File: config.mk
export PLATFORM = sky130hd
export DESIGN_NAME = multiplier_control
export DESIGN_NICKNAME = d
export VERILOG_FILES = /design/src/rtl/multiplier_control.sv
export SDC_FILE = /design/constraint.sdc
export NUM_CORES = 1
export LEC_CHECK = 0
export BUFFER_PORTS_ARGS = -buffer_cell sky130_fd_sc_hd__buf_4
export CORE_AREA = 2 2 39 41
export CTS_CLUSTER_DIAMETER = 200
export DETAILED_ROUTE_END_ITERATION = 8
export DIE_AREA = 0 0 41 43
export PLACE_DENSITY_LB_ADDON = 0.1
export SLEW_MARGIN = 20
export SYNTH_ARGS = -nofsm -noshare
export SYNTH_HDL_FRONTEND = slang
export SYNTH_SLANG_ARGS = --single-unit
File: constraint.sdc
create_clock -name clk -period 1.7 [get_ports clk]
set_input_delay 0.51 -clock clk [delete_from_list [all_inputs] [get_ports clk]]
set_output_delay 0.51 -clock clk [all_outputs]
set_load 0.02 [all_outputs]
File: src/rtl/multiplier_control.sv
// Sequencing FSM for the shift-add multiplier: one LOAD cycle, ITER add/shift
// cycles steered by the product LSB, then a single-cycle Done pulse.
module multiplier_control #(
    parameter int unsigned ITER  = 32,
    parameter int unsigned CNT_W = 6
) (
    input  logic       clk,
    input  logic       Reset,
    input  logic       Run,
    input  logic       Product_lsb,
    output logic       W_ctrl,
    output logic       SRL_ctrl,
    output logic       Mcand_W_ctrl,
    output logic [1:0] ALU_sel,
    output logic       Ready,
    output logic       Done
);

    typedef enum logic [1:0] {
        IDLE = 2'b00,
        LOAD = 2'b01,
        CALC = 2'b10,
        DONE = 2'b11
    } state_t;

    localparam logic [1:0] SEL_ZERO = 2'b00;
    localparam logic [1:0] SEL_PASS = 2'b01;
    localparam logic [1:0] SEL_ADD  = 2'b10;

    localparam logic [CNT_W-1:0] CNT_LAST = CNT_W'(ITER - 1);

    state_t           state_q, state_d;
    logic [CNT_W-1:0] cnt_q, cnt_d;

    // State and iteration counter registers, cleared asynchronously.
    always_ff @(posedge clk or posedge Reset) begin
        if (Reset) begin
            state_q <= IDLE;
            cnt_q   <= '0;
        end else begin
            state_q <= state_d;
            cnt_q   <= cnt_d;
        end
    end

    // Next-state, counter update and output decode; only ALU_sel in CALC
    // looks at an input (Product_lsb), every write strobe is state-only.
    always_comb begin
        state_d      = state_q;
        cnt_d        = cnt_q;
        W_ctrl       = 1'b0;
        SRL_ctrl     = 1'b0;
        Mcand_W_ctrl = 1'b0;
        ALU_sel      = SEL_ZERO;
        Ready        = 1'b0;
        Done         = 1'b0;

        case (state_q)
            IDLE: begin
                Ready = 1'b1;
                if (Run) begin
                    state_d = LOAD;
                end
            end
            LOAD: begin
                W_ctrl       = 1'b1;
                Mcand_W_ctrl = 1'b1;
                cnt_d        = '0;
                state_d      = CALC;
            end
            CALC: begin
                SRL_ctrl = 1'b1;
                ALU_sel  = Product_lsb ? SEL_ADD : SEL_PASS;
                cnt_d    = cnt_q + 1'b1;
                if (cnt_q == CNT_LAST) begin
                    state_d = DONE;
                end
            end
            DONE: begin
                Done    = 1'b1;
                state_d = IDLE;
            end
            default: begin
                state_d = IDLE;
            end
        endcase
    end

endmodule
==> results.toml <==
[worst_setup_path]
rr_worst_depth = 5
path_max_fanout = 4
worstReg2RegStart = "state_q[1]$_DFFE_PP0P_"
cpMaxStageDelayCell = "dfrtp_1"
critPathCaptureType = "output pin"
cp.required_ns = 1.19
max_stage_delay_ns = 0.45
critPathLaunchType = "flop"
worstPathArrival_ns = 1.15
crit_type = "reg2out"
cp_top_family = "flip-flops"
worstReg2RegEnd = "cnt_q[5]$_DFFE_PP0P_"
crit_path_cell_trace = "ha_4, and2_1, buf_6"
endpoint = "ALU_sel[1]"
crit_cells = 3
r2r_slack_ns = 0.16
path_buf_inv = 1
cp-startpoint = "state_q[1]$_DFFE_PP0P_"

[hold_path]
min_path_type = "in2async"

[routing]
vias_per_cell = 4.96
drcViolationCount = 0
drtIter0Drc = 13
dr.pass1.iters = 4
num_vias = 402
antenna_left = 0
wirelength_um = 953
wl_per_cell_um = 11.8

[placed_design]
place_congestion = 0.851
io_buffer_count = 10
dpl.hpwl_um = 722

[timing]
skew_ns = 0.000275
rsz0062_at_grt = "true"
period_share = 0.978
hold_viol = 0
slew_headroom = 0.773
fmax_mhz = 601
fin_setup_tns_ns = 0
setup_viol = 0
period_minus_slack_ns = 1.66
finalMaxSlewViolations = 0
worst_pin_slew_ns = 0.337

[floorplanning]
die_h_um = 43
fp.dieW_um = 41
io_pins = 11
rows = 14
dieArea_mm2 = 0.00176
initial_core_util = 0.345
fp.coreArea_mm2 = 0.00138

[logic_synthesis]
synth_most_common_cell = "dfrtp_1"
post-synth-top-area-cell = "dfrtp_1"
synth_enable_flop_cells = 0
yosysUniqueCellTypes = 21
ys_top_cells_by_area = "dfrtp_1 (42%), ha_1 (13%), o21ai_0 (6.3%), inv_1 (4.7%), nand3_1 (4.2%)"
avgSynthCellArea_um2 = 9.37
syn-cell-area_um2 = 478
synth_flop_cell = "dfrtp_1"
ys_top_cells_by_count = "dfrtp_1 (8), inv_1 (6), o21ai_0 (6), ha_1 (5)"
synth_top_area_frac = 0.419
ys_seq_area_frac = 0.419
ys_warn_count = 0
synthCells = 51
ys_seq_elements = 8
synth_fp_nets = 60
async_flop_share = 1.00

[global_routing]
first_global_vias = 380
grt_pass1_wl_um = 1560
antenna_found_initial = 0
grt_max_degree = 11
grt-ovfl-total = 0
grtUsageTotal = 0.134

[clock_tree]
cts_tree = "yes"
clk_latency_ns = 0.25
root_buffer = "clkbuf_4"
clock_path_buffers = 2
cts_max_level = 1
cts_buffers = 3
cts.sinks = 8
clk_pin_slew_ns = 0.05

[pwr]
p_leak_nw = 0.305
powerDensity_mw_per_mm2 = 1760
ir_worst_vdd_mv = 0.672
total_power_mw = 1.14

[cells_and_area]
drive_above_1_share = 0.338
num-fill-cells = 139
area_growth_pct = 35.3
fin_nets = 76
diodes = 0

[run]
maxCapViolCount = 0

[outcome]
outcome = "completed"
-- report_power, final --
group | switching (mW) | internal [mW]
registers | 0.0516 | 0.240
clock network | 0.0614 | 0.0806
logic | 0.368 | 0.335
-- flip-flops by register name, indices dropped and copies added, names as in the netlist --
name,count
cnt_q,6
state_q,2
-- cell families (layout without fill, tap and decap cells) --
group                      after synthesis  after routing  synth area share
and+or+nand+nor                         17             17             0.194
AOI/OAI and AO/OA                       11             11             0.147
DFF                                      8              8             0.419
buffers and inverters                    8             22            0.0707
adders and majority gates                5              5             0.131
xor gates and xnor gates                 1              1            0.0183
muxes                                    1              1            0.0209
-- what timing repair did --
action,CTS,global route
resized for setup,1,6
setup endpoints to repair,2,3
hold buffers,0,0
buffers inserted,1,1
-- layout by cell type (no fill, tap or decap), drive strengths merged --
master  synthesis  final
xor2            1      1
dfrtp           8      8
nand3           4      4
nand4           1      1
mux2i           1      1
inv             6      6
nor2            2      2
nor4            1      1
or3             1      1
ha              5      5
clkbuf          1      3
buf             1     13
o21ai           6      6
and2            1      1
o32ai           1      1
o22a            1      1
nand2           4      4
nor2b           3      3
a21oi           1      1
o31a            1      1
o311ai          1      1
-- stage by stage --
stage | instance area, um2 | cells | setup slack, ns | hold WS, ns | utilization
3_5_place_dp | 579 | 76 | 0.0950 | 0.482 | 0.419
6_report | 647 | 81 | 0.0369 | 0.206 | 0.467
2_1_floorplan | 489 | 51 | 0.0223 | 0.326 | -
4_1_cts | 609 | 80 | 0.0158 | 0.214 | 0.440
3_3_place_gp | 579 | 76 | 0.164 | 0.482 | 0.419
5_1_grt | 647 | 81 | -0.0221 | 0.233 | 0.467
-- layout make-up --
| type | count | area [um2] | area share |
|---|---|---|---|
| Tap cell | 16 | 20.0 | 0.0309 |
| Multi-Input combinational cell | 35 | 277 | 0.427 |
| Sequential cell | 8 | 200 | 0.309 |
| Timing Repair Buffer | 13 | 105 | 0.162 |
| Clock buffer | 3 | 22.5 | 0.0348 |
| Inverter | 6 | 22.5 | 0.0348 |
-- layer usage --
metal	GRT usage	share of wire	vias to the layer above
li1	-	-	205
met1	0.172	0.45	179
met2	0.184	0.47	14
met3	0.0314	0.052	4
met4	0.100	0.018	0
met5	0	0	-
-- worst min-delay path by stage --
stage,slack (ns),endpoint,cells after the start
3_5_place_dp,0.48,cnt_q[5]$_DFFE_PP0P_,2
2_1_floorplan,0.33,cnt_q[0]$_DFFE_PP0P_,1
3_3_place_gp,0.48,cnt_q[2]$_DFFE_PP0P_,2
5_1_grt,0.23,cnt_q[5]$_DFFE_PP0P_,2
6_report,0.21,cnt_q[5]$_DFFE_PP0P_,2
4_1_cts,0.21,cnt_q[0]$_DFFE_PP0P_,2
Note: power is estimated with default switching activity, not from simulation.
